**src/rtl/pwr_seq_pkg.sv**
```systemverilog
// pwr_seq_pkg: shared state encoding and default timing constants for the power sequencer
package pwr_seq_pkg;
    typedef logic [2:0] pwr_seq_state_e;
    localparam pwr_seq_state_e S_OFF = 3'd0;
    localparam pwr_seq_state_e S_UP  = 3'd1;
    localparam pwr_seq_state_e S_ACK = 3'd2;
    localparam pwr_seq_state_e S_ON  = 3'd3;
    localparam pwr_seq_state_e S_DN  = 3'd4;
    localparam int DEF_CNT_W = 8;
    localparam int DEF_TMO_W = 12;
    localparam int DEF_DLY   = 2;
    localparam int DEF_TMO   = 10;
endpackage

```
**src/rtl/pwr_seq_dwell_cnt.sv**
```systemverilog
// pwr_seq_dwell_cnt: saturating up-counter with clear and ==limit compare
module pwr_seq_dwell_cnt
    import pwr_seq_pkg::*;
#(
    parameter int W = DEF_CNT_W
) (
    input  logic         clk,
    input  logic         rst,
    input  logic         clr_i,
    input  logic         inc_i,
    input  logic [W-1:0] lim_i,
    output logic         hit_o
);
    logic [W-1:0] cnt_q;
    assign hit_o = cnt_q == lim_i;
    always_ff @(posedge clk) begin
        if (rst || clr_i) cnt_q <= '0;
        else if (inc_i && !hit_o) cnt_q <= cnt_q + 1'b1;
    end
endmodule

```
**src/rtl/pwr_seq_gen.sv**
```systemverilog
// pwr_seq_gen: ordered power sequencer raising control lines in ascending order and
// dropping them in descending order, with per-step dwell, optional ack wait and reversal.
module pwr_seq_gen
    import pwr_seq_pkg::*;
#(
    parameter int                   N_STEPS      = 4,
    parameter int                   CNT_W        = DEF_CNT_W,
    parameter int                   TMO_W        = DEF_TMO_W,
    parameter logic [N_STEPS-1:0]   ACT_LOW_MASK = '0
) (
    input  logic                         clk,
    input  logic                         rst,
    input  logic                         power_req,
    input  logic [N_STEPS*CNT_W-1:0]     dly_cfg,
    input  logic [N_STEPS-1:0]           ack_en,
    input  logic [N_STEPS-1:0]           ack_i,
    input  logic [TMO_W-1:0]             tmo_cfg,
    output logic [N_STEPS-1:0]           ctrl_o,
    output logic [$clog2(N_STEPS+1)-1:0] step_o,
    output logic                         busy_o,
    output logic                         done_o,
    output logic                         err_o
);
    localparam int IW = $clog2(N_STEPS);
    localparam int SW = $clog2(N_STEPS+1);
    localparam logic [IW-1:0] LAST = IW'(N_STEPS-1);

    pwr_seq_state_e     state_q, state_d;
    logic [IW-1:0]      idx_q, idx_d;
    logic [N_STEPS-1:0] lvl_q, lvl_d, ctrl_q;
    logic [SW-1:0]      step_q, step_d;
    logic               err_q, err_d, adv, dwell_hit, tmo_hit;

    pwr_seq_dwell_cnt #(.W(CNT_W)) u_dwell (
        .clk   (clk),
        .rst   (rst),
        .clr_i ((state_d != state_q) || (idx_d != idx_q)),
        .inc_i (state_q == S_UP || state_q == S_DN),
        .lim_i (dly_cfg[CNT_W*int'(idx_q) +: CNT_W]),
        .hit_o (dwell_hit)
    );

    pwr_seq_dwell_cnt #(.W(TMO_W)) u_tmo (
        .clk   (clk),
        .rst   (rst),
        .clr_i (state_q != S_ACK),
        .inc_i (state_q == S_ACK),
        .lim_i (tmo_cfg),
        .hit_o (tmo_hit)
    );

    // Reversal is tested first in every busy state so it wins over dwell completion and ack.
    always_comb begin
        state_d = state_q;
        idx_d   = idx_q;
        lvl_d   = lvl_q;
        err_d   = err_q;
        adv     = 1'b0;
        case (state_q)
            S_OFF: begin
                if (!power_req) err_d = 1'b0;
                else if (!err_q) begin
                    state_d  = S_UP;
                    idx_d    = '0;
                    lvl_d[0] = 1'b1;
                end
            end
            S_UP: begin
                if (!power_req) begin
                    state_d      = S_DN;
                    lvl_d[idx_q] = 1'b0;
                end else if (dwell_hit) begin
                    if (ack_en[idx_q]) state_d = S_ACK;
                    else adv = 1'b1;
                end
            end
            S_ACK: begin
                if (!power_req) begin
                    state_d      = S_DN;
                    lvl_d[idx_q] = 1'b0;
                end else if (ack_i[idx_q]) adv = 1'b1;
                else if (tmo_hit) begin
                    err_d        = 1'b1;
                    state_d      = S_DN;
                    lvl_d[idx_q] = 1'b0;
                end
            end
            S_ON: begin
                if (!power_req) begin
                    state_d     = S_DN;
                    idx_d       = LAST;
                    lvl_d[LAST] = 1'b0;
                end
            end
            S_DN: begin
                if (power_req && !err_q) begin
                    state_d      = S_UP;
                    lvl_d[idx_q] = 1'b1;
                end else if (dwell_hit) begin
                    if (idx_q == '0) state_d = S_OFF;
                    else begin
                        idx_d             = idx_q - 1'b1;
                        lvl_d[idx_q-1'b1] = 1'b0;
                    end
                end
            end
            default: begin
                state_d = S_OFF;
                lvl_d   = '0;
            end
        endcase
        if (adv) begin
            if (idx_q == LAST) state_d = S_ON;
            else begin
                state_d           = S_UP;
                idx_d             = idx_q + 1'b1;
                lvl_d[idx_q+1'b1] = 1'b1;
            end
        end
    end

    always_comb begin
        step_d = '0;
        for (int k = 0; k < N_STEPS; k++) step_d = step_d + SW'(lvl_d[k]);
    end

    always_ff @(posedge clk) begin
        if (rst) begin
            state_q <= S_OFF;
            idx_q   <= '0;
            lvl_q   <= '0;
            err_q   <= 1'b0;
            ctrl_q  <= ACT_LOW_MASK;
            step_q  <= '0;
        end else begin
            state_q <= state_d;
            idx_q   <= idx_d;
            lvl_q   <= lvl_d;
            err_q   <= err_d;
            ctrl_q  <= lvl_d ^ ACT_LOW_MASK;
            step_q  <= step_d;
        end
    end

    assign ctrl_o = ctrl_q;
    assign step_o = step_q;
    assign err_o  = err_q;
    assign busy_o = state_q == S_UP || state_q == S_DN;
    assign done_o = (power_req && state_q == S_ON) || (!power_req && state_q == S_OFF && !err_q);
endmodule

```
**config.mk**
```make
export PLATFORM = sky130hd
export DESIGN_NAME = pwr_seq_gen
export DESIGN_NICKNAME = d
export VERILOG_FILES = /design/src/rtl/pwr_seq_pkg.sv /design/src/rtl/pwr_seq_dwell_cnt.sv /design/src/rtl/pwr_seq_gen.sv
export SDC_FILE = /design/constraint.sdc
export NUM_CORES = 1
export LEC_CHECK = 0
export CAP_MARGIN = 20
export CORE_MARGIN = 2
export CORE_UTILIZATION = 65
export CTS_CLUSTER_SIZE = 16
export DETAILED_ROUTE_END_ITERATION = 8
export DONT_BUFFER_PORTS = 1
export PLACE_DENSITY = 0.81
export RECOVER_POWER = 50
export SLEW_MARGIN = 20
export SYNTH_ARGS = -nofsm -noshare
export SYNTH_HDL_FRONTEND = slang
export SYNTH_SLANG_ARGS = --single-unit
```
**constraint.sdc**
```tcl
create_clock -name clk -period 7.57 [get_ports clk]
set_clock_uncertainty 0.05 [all_clocks]
set_input_delay 0.757 -clock clk [delete_from_list [all_inputs] [get_ports clk]]
set_output_delay 0.757 -clock clk [all_outputs]
set_load 0.01 [all_outputs]
```
Yosys cells after proc, flatten, opt, wreduce, memory -nomap -nowiden
Cells that the tools add are included.
{"block": "totals", "mem_bits_ro": 0, "ram_bits": 0, "n_memories": 0, "regBits": 33, "wordCells": 124, "latch_bits": 0, "inputBits": 55}
{"block": "op_classes", "mux": 60, "add_sub_neg": 7, "order_cmp": 6, "reduce_logical": 23, "eq_ne": 14, "shift": 1, "mul": 0, "div_mod_pow": 0, "bitwise_logic": 6}
{"cell": "two-way mux 3 bit", "count": 13}
{"cell": "two-way mux 4 bit", "count": 9}
{"cell": "indexed part select 32 x 6 -> 8 bit", "count": 1}
{"cell": "two-way mux 2 bit", "count": 9}
{"cell": "two-way mux 1 bit", "count": 17}
{"cell": "case mux 3 bit (5 select lines)", "count": 1}
{"cell": "adder 12 x 1 -> 12 bit, second input constant", "count": 1}
{"cell": "equality test 12 bit", "count": 1}
{"cell": "case mux 1 bit (5 select lines)", "count": 2}
{"cell": "logical AND 1 bit", "count": 9}
{"cell": "less-than comparator 2 x 3 -> 1 bit, second input constant", "count": 3}
{"cell": "adder 8 x 1 -> 8 bit, second input constant", "count": 1}
{"cell": "AND 4 bit", "count": 2}
{"cell": "equality test 8 bit", "count": 1}
{"cell": "!= test 2 bit, second input constant", "count": 4}
{"cell": "inverter 4 bit", "count": 2}
{"cell": "OR 4 bit", "count": 2}
{"cell": "case mux 2 bit (4 select lines)", "count": 1}
{"cell": "demux 1 bit (select 2 bit)", "count": 3}
{"cell": "equality test 3 x 2 -> 1 bit, second input constant", "count": 2}
{"cell": ">= comparator 2 x 1 -> 1 bit, second input constant", "count": 3}
{"cell": "case mux 2 bit (3 select lines)", "count": 1}
{"cell": "logical OR 1 bit", "count": 5}
{"cell": "AND reduction 5 bit", "count": 1}
{"cell": "18 further kinds", "count": 23}

Longest topological paths before layout
Gate-level depths: netlist (run 1).
{"block": "depth", "word_depth": 17, "mapped_depth": 13}

By module
Synthesis (run 1) repeated with hierarchy kept, for this count alone.
{"block": "hier_totals", "hier_cells": 299, "hier_area_um2": 2625.0}
{"mod": "pwr_seq_gen", "n_inst": 1, "seq_area_each_um2": 260.2, "cells_each": 155, "area_per_inst_um2": 1372.6}
{"mod": "pwr_seq_dwell_cnt at u_tmo", "n_inst": 1, "seq_area_each_um2": 240.2, "cells_each": 86, "area_per_inst_um2": 740.7}
{"mod": "pwr_seq_dwell_cnt at u_dwell", "n_inst": 1, "seq_area_each_um2": 160.2, "cells_each": 58, "area_per_inst_um2": 511.7}

Least setup slack after synthesis (run 1)
OpenSTA, ideal clock, no wires.
{"block": "synth_path", "path_kind": "in2reg", "startpoint": "in dly_cfg[27]", "endpoint": "reg step_q[1] (netlist: step_o[1])", "cell_stages": 11, "path_slack_ns": 3.790, "required_time_ns": 7.406, "arrival_ns": 3.616, "setup_ns": 0.114, "cell_sequence": "mux4_2 xnor2_1 nand4_2 or2_4 o31a_1 or3_1 nand2_1 fa_1 ha_1 ha_1 nor2b_1"}
{"block": "synth_between", "elab_cells_between_ends": 16}
{"element": "from (decl)", "line": "pwr_seq_gen.sv:14", "text": "input logic [N_STEPS*CNT_W-1:0] dly_cfg,"}
{"element": "indexed part select 32 x 6 -> 8 bit *", "line": "pwr_seq_gen.sv:39", "text": ".lim_i (dly_cfg[CNT_W*int'(idx_q) +: CNT_W]),"}
{"element": "equality test 8 bit *", "line": "pwr_seq_dwell_cnt.sv:15", "text": "assign hit_o = cnt_q == lim_i;"}
{"element": "two-way mux 4 bit", "line": "pwr_seq_gen.sv:99", "text": "end else if (dwell_hit) begin"}
{"element": "two-way mux 4 bit", "line": "pwr_seq_gen.sv:96", "text": "if (power_req && !err_q) begin"}
{"element": "case mux 1 bit (5 select lines)", "line": "pwr_seq_gen.sv:59", "text": "case (state_q)"}
{"element": "OR 4 bit (no source line)"}
{"element": "two-way mux 4 bit", "line": "pwr_seq_gen.sv:113", "text": "if (idx_q == LAST) state_d = S_ON;"}
{"element": "two-way mux 4 bit *", "line": "pwr_seq_gen.sv:112", "text": "if (adv) begin"}
{"element": "named net lvl_d[3]", "line": "pwr_seq_gen.sv:30", "text": "logic [N_STEPS-1:0] lvl_q, lvl_d, ctrl_q;"}
{"element": "adder 3 x 1 -> 3 bit *", "line": "pwr_seq_gen.sv:124", "text": "for (int k = 0; k < N_STEPS; k++) step_d = step_d + SW'(lvl_d[k]);"}
{"element": "named net step_d[1]", "line": "pwr_seq_gen.sv:31", "text": "logic [SW-1:0] step_q, step_d;"}
{"element": "to (signal assigned)", "line": "pwr_seq_gen.sv:141", "text": "step_q <= step_d;"}
{"element": "to (decl)", "line": "pwr_seq_gen.sv:31"}
The timed path passes the listed nets; every way through them passes the cells marked *.
A chain may end at the register's enable or synchronous reset.

Worst setup path in the final report (run 1)
{"block": "layout_path", "startpoint": "reg idx_q[0]", "endpoint": "reg step_q[1] (netlist: step_o[1])"}
{"block": "layout_between", "elab_cells_between_ends": 52}
{"element": "from (decl)", "line": "pwr_seq_gen.sv:29", "text": "logic [IW-1:0] idx_q, idx_d;"}
{"element": "from (signal assigned)", "line": "pwr_seq_gen.sv:137", "text": "idx_q <= idx_d;"}
{"element": "subtractor 2 x 1 -> 2 bit", "line": "pwr_seq_gen.sv:103", "text": "lvl_d[idx_q-1'b1] = 1'b0;"}
{"element": "less-than comparator 2 x 3 -> 1 bit (not written as such) or >= comparator 2 x 1 -> 1 bit (tied branches)", "line": "pwr_seq_gen.sv:103"}
{"element": "logical AND 1 bit (not written as such)", "line": "pwr_seq_gen.sv:103"}
{"element": "two-way mux 1 bit (not written as such)", "line": "pwr_seq_gen.sv:103"}
{"element": "demux 1 bit (select 2 bit)", "line": "pwr_seq_gen.sv:103"}
{"element": "inverter 4 bit (no source line)"}
{"element": "AND 4 bit (no source line)"}
{"element": "two-way mux 4 bit", "line": "pwr_seq_gen.sv:100", "text": "if (idx_q == '0) state_d = S_OFF;"}
{"element": "two-way mux 4 bit", "line": "pwr_seq_gen.sv:99"}
{"element": "two-way mux 4 bit", "line": "pwr_seq_gen.sv:96"}
{"element": "case mux 1 bit (5 select lines)", "line": "pwr_seq_gen.sv:59"}
{"element": "OR 4 bit (no source line)"}
{"element": "two-way mux 4 bit", "line": "pwr_seq_gen.sv:113"}
{"element": "two-way mux 4 bit *", "line": "pwr_seq_gen.sv:112"}
{"element": "named net lvl_d[3]", "line": "pwr_seq_gen.sv:30"}
{"element": "adder 3 x 1 -> 3 bit *", "line": "pwr_seq_gen.sv:124"}
{"element": "named net step_d[1]", "line": "pwr_seq_gen.sv:31"}
The timed path passes the listed nets; every way through them passes the cells marked *. The select of a mux whose other input is x is not followed.

==> results of run 1 <==
metal layers:
metal	routed length, um	GRT usage	part of all wire	up-vias
met1	2430	0.348	0.40	1049
li1	-	-	-	1065
met2	2790	0.469	0.46	133
met3	697	0.0817	0.12	11
met4	87	0.0995	0.014	0
met5	0	0	0	-
critical path: stages, from the launching register on:
cell     delay, ns
dfxtp_1       0.93
mux4_2        0.61
xnor2_1       0.19
nand4_2       0.26
or2_4         0.34
o31a_1        0.31
or3_1         0.35
nand2_1       0.11
fa_1          0.43
ha_1          0.22
ha_1          0.26
nor2b_1       0.12
through the flow:
stage	cells	setup slack, ns	hold slack [ns]	power [uW]	utilization
detailed placement	330	3.29	0.463	235	0.690
CTS	338	3.25	0.470	406	0.721
finish	338	3.25	0.473	404	0.721
global placement	330	3.33	0.449	234	0.690
floorplan	298	3.79	0.428	229	-
global route	338	3.05	0.475	419	0.721
kinds of logic after synthesis:
kind of cell    share of synthesized area
buf+inv                            0.0394
mux                                 0.100
simple gates                        0.253
fa+ha+maj                          0.0558
flops                               0.254
compound gates                      0.162
xor+xnor                            0.136
report_power, final:
group | switching, uW | leakage [uW] | internal (uW)
Clock | 64.4 | 0.0000585 | 107
Combinational | 26.0 | 0.000595 | 24.3
Sequential | 6.13 | 0.000267 | 176
cell type report:
| type | instances | area share |
|---|---|---|
| Multi-Input combinational cell | 243 | 0.682 |
| Sequential cell | 33 | 0.245 |
| Clock buffer | 7 | 0.0320 |
| Tap cell | 48 | 0.0223 |
| Clock inverter | 1 | 0.0111 |
| Inverter | 6 | 0.00834 |
Yosys cell counts, types with 2 or more instances:
master	count
o21ai_0	13
or4_1	3
o211ai_1	2
o32ai_1	2
nand2b_1	5
mux4_1	4
xnor2_1	31
nor3_1	9
mux2i_1	2
a31oi_1	4
o22ai_1	2
nor2_1	32
and3_1	7
nand3_1	8
o41ai_1	2
nor3b_1	2
xor2_1	2
clkbuf_1	12
inv_1	6
o2111ai_1	2
nand2_1	16
mux4_2	6
xnor2_2	4
ha_1	10
nor2b_1	10
a21oi_1	19
or3_1	11
a211oi_1	2
and2_1	3
or2_2	2
nand4_1	5
dfxtp_1	33
a22oi_1	2
worst paths after layout:
kind / slack, ns / from / endpoint
min reg2reg: 0.47 / u_tmo.cnt_q[10] / u_tmo.cnt_q[10]
max: 3.25 / idx_q[0] / step_o[1]
max reg2reg: 3.25 / idx_q[0] / step_o[1]
min: 0.47 / u_tmo.cnt_q[10] / u_tmo.cnt_q[10]
state kept, by name, summed over array words and instances (netlist names):
| register | count |
|---|---|
| idx_q | 2 |
| u_dwell.cnt_q | 8 |
| state_q | 3 |
| err_o | 1 |
| step_o | 3 |
| u_tmo.cnt_q | 12 |
| ctrl_o | 4 |
==> results.ini, run 1 <==
[timing]
worst_slew_pin_slew_ns=0.938
fin_tns_setup_ns=0
max_freq_ghz=0.231
fin_crit_ns=4.32
post-route-period-util=0.571
slew_headroom=0.374
hold_viol_final=0
slew_viol_final=0
setup_viol=0
rsz0062_at_grt=no

[grt]
grt_pass1_vias=2114
grt_pass1_wl_mm=9.65
track_usage=0.282
grt_max_degree=21
overflow=0
antenna_found_initial=0

[cells_and_area]
finish.instance_area_um2=2700
drive_gt1_frac=0.0931
register_area_um2=661
diodes=0
final_cell_mix=dfxtp_1 (33), nor2_1 (32), xnor2_1 (31)
nFillCells=304
layout.nets=355
area_growth_pct=3.70
multi_input_area_um2=1840
mostFrequentLayoutCell=dfxtp_1

[worst_setup_path]
r2r_cells=11
end_kind=flip-flop
path_class=flip-flop to flip-flop
worst-endpoint-required_ns=7.70
critPathLaunchType=flip-flop
crit_arrival_ns=4.45
path_max_fanout=20

[synthesis]
synth_top_area_frac=0.254
avgSynthCellArea_um2=8.73
yosys_warnings=0
synthArstFlopShare=0
synth_edf_count=0
ys_ff_latch=33
synth-seq-area-share=0.254
yosys-top-cells-area=dfxtp_1 (25%), xnor2_1 (10%), mux4_2 (5.2%)
synth_area_um2=2600
synth.distinct_cells=58
yosysTopAreaCell=dfxtp_1
synthCells=298
synth_ff_type=dfxtp_1
syn_nets=364

[hold_path]
hold_path_class=flip-flop to flip-flop
hold_depth=2

[floorplan]
start_util=0.695
die_x_um=67.3
ios=65
rows=22
core_area_um2=3740
die_h_um=67.3
dieArea_um2=4530

[status]
status=complete, no violations

[placed_design]
io_buffers=0
gp_congestion=0.954
place_area_um2=2580
dp_hpwl_mm=4.46

[clocking]
post_cts_buffers=0
cts_made_buffers=5
cts-htree-levels=2
cts_tree=yes
cts.path.max_buffers=2
clk_latency_ns=0.29
cts-resized-gates=0
root_buffer=clkbuf_8
numClockSinks=33
cts_hold_buffers=0
path_clk_slew_ns=0.07

[pwr]
p_leak_uw=0.000920
power_density_nw_per_um2=150
irDropWorstVdd_uv=112

[routing]
post_drt_wl_per_cell_um=17.8
drc=0
wirelength_mm=6.00
viasPerCell=6.68
firstDrtPassIters=4
drtAntennaViolNets=0
drt_iter0_drc=209
vias=2258

[run]
cap_violations=0

Note: power is estimated with default switching activity, not from simulation.
==> run 2, diff against run 1 <==
--- a/config.mk
+++ b/config.mk
@@ -7,11 +7,11 @@
 export LEC_CHECK = 0
 export CAP_MARGIN = 20
 export CORE_MARGIN = 2
-export CORE_UTILIZATION = 65
+export CORE_UTILIZATION = 64
 export CTS_CLUSTER_SIZE = 16
 export DETAILED_ROUTE_END_ITERATION = 8
 export DONT_BUFFER_PORTS = 1
-export PLACE_DENSITY = 0.81
+export PLACE_DENSITY = 0.8
 export RECOVER_POWER = 50
 export SLEW_MARGIN = 20
 export SYNTH_ARGS = -nofsm -noshare
==> constraint.sdc (replaced) <==
create_clock -name clk -period 4.4 [get_ports clk]
set_clock_uncertainty 0.05 [all_clocks]
set_input_delay 0.44 -clock clk [delete_from_list [all_inputs] [get_ports clk]]
set_output_delay 0.44 -clock clk [all_outputs]
set_load 0.01 [all_outputs]
==> run 2 against run 1 <==
Worst setup slack got worse by 2.9 ns; design area up 0.37%; cell count is 1.5% higher; first-iteration DRC count rose by 58%; via count is 1.1% higher; flip-flop and latch count unchanged; critical endpoint unchanged; largest power group unchanged; register-to-register slack lost 2.9 ns; count of clock-buffer cells in the layout unchanged; critical path type unchanged; total power up 62%; die area grew 1.5%; global-route usage about the same; critical path depth is the same.
==> results.ini, run 2 (same netlist as run 1, synthesis figures left out) <==
[pwr]
p_leak_uw=0.000931
irDropWorstVdd_uv=195
power.total_uw=654
power_density_nw_per_um2=242

[placed_design]
place_ws_ns=0.345
io_buffers=0
gp_congestion=0.956
dp_hpwl_mm=4.59

[grt]
grt_pass1_wl_mm=9.78
busiest_layer=met2
grt_util_met1=0.383
antenna_found_initial=0
use_met2=0.441
use_met3=0.0833
grt_max_degree=21
overflow=0
track_usage=0.282
grt_pass1_vias=2054

[cells_and_area]
mostFrequentLayoutCell=dfxtp_1
largest_register=u_tmo.cnt_q
final_cell_mix=dfxtp_1 (33), nor2_1 (32), xnor2_1 (31)
diodes=0
fin_util=0.687
area_growth_pct=4.09
drive_gt1_frac=0.106
largest_reg_flops=12
layout.nets=358

[timing]
slew_viol_final=0
hold_viol_final=0
slew_headroom=0.480
setup_ws_ns=0.312
rsz0062_at_grt=no
setup_viol=0
worst_slew_pin_slew_ns=0.779
fin_crit_ns=4.09
max_freq_ghz=0.245
post-route-period-util=0.929
fin_tns_setup_ns=0

[routing]
firstDrtPassIters=5
viasPerCell=6.66
drtAntennaViolNets=0
post_drt_wl_per_cell_um=17.8
drc=0
drt_iter0_drc=330
vias=2283
wirelength_mm=6.12

[worst_setup_path]
regToRegSetupSlack_ns=0.31
worst-endpoint-required_ns=4.53
end_kind=flip-flop
critPathLaunchType=flip-flop
path_max_fanout=11
crit_arrival_ns=4.22
startpoint=idx_q[0]
r2r_cells=11
critPathCapture=step_o[1]
rr_startpoint=idx_q[0]
rr_endpoint=step_o[1]
path_class=flip-flop to flip-flop

[clocking]
cts_tree=yes
cts-resized-gates=0
cts_made_buffers=5
clk_latency_ns=0.28
post_cts_buffers=0
cts_hold_buffers=0
cts-htree-levels=2
numClockSinks=33
root_buffer=clkbuf_8
cts.path.max_buffers=2
path_clk_slew_ns=0.07

[run]
cap_violations=0

[floorplan]
ios=65
die_x_um=67.8
die_h_um=67.8
rows=23
dieArea_um2=4590
start_util=0.660
core_area_um2=3940

[status]
status=complete, no violations

[hold_path]
hold_path_class=primary input to flip-flop

[run 2: worst max-delay path, cell delays in order, from the launching register on]
cell and delay, ns:
dfxtp_1 0.74, mux4_1 0.69, xnor2_2 0.19, nand4_4 0.20
or2_4 0.30, o31a_1 0.32, or3_1 0.34, nand2_1 0.10
fa_1 0.42, ha_1 0.22, ha_1 0.27, nor2b_1 0.13
[run 2: final cells by class]
cell class                      count  area [um^2]
Sequential cell                    33          661
Timing Repair Buffer                3         22.5
Clock inverter                      1         5.00
Fill cell                         301         1230
Multi-Input combinational cell    243         1840
Tap cell                           50         62.6
Clock buffer                        7         96.3
Inverter                            6         22.5
[run 2: stage by stage]
stage	std cells	area, um^2	hold WS, ns
floorplan	298	2600	0.428
global placement	335	2610	0.441
detailed placement	335	2610	0.456
CTS	343	2710	0.159
global route	343	2710	0.156
finish	343	2710	0.168
[run 2: how the worst min path moves through the flow]
stage | to | cells past startpoint | start
final | ctrl_o[2] | 1 | rst
after global routing | ctrl_o[2] | 1 | rst
after CTS | ctrl_o[2] | 1 | rst
after detailed placement | u_tmo.cnt_q[5] | 2 | u_tmo.cnt_q[5]
after global placement | u_tmo.cnt_q[7] | 2 | u_tmo.cnt_q[7]
after floorplan | u_tmo.cnt_q[5] | 2 | u_tmo.cnt_q[5]
[run 2: layer usage]
metal / share of wire / wire (um)
met1: 0.42 / 2600
met2: 0.46 / 2820
met3: 0.10 / 610
met4: 0.014 / 85
met5: 0 / 0
[run 2: power by group]
| part | total (uW) | switching, uW | internal (uW) |
|---|---|---|---|
| sequential | 313 | 10.0 | 303 |
| clock | 252 | 110 | 141 |
| combinational | 89.8 | 47.2 | 42.6 |
| total | 654 | 168 | 487 |
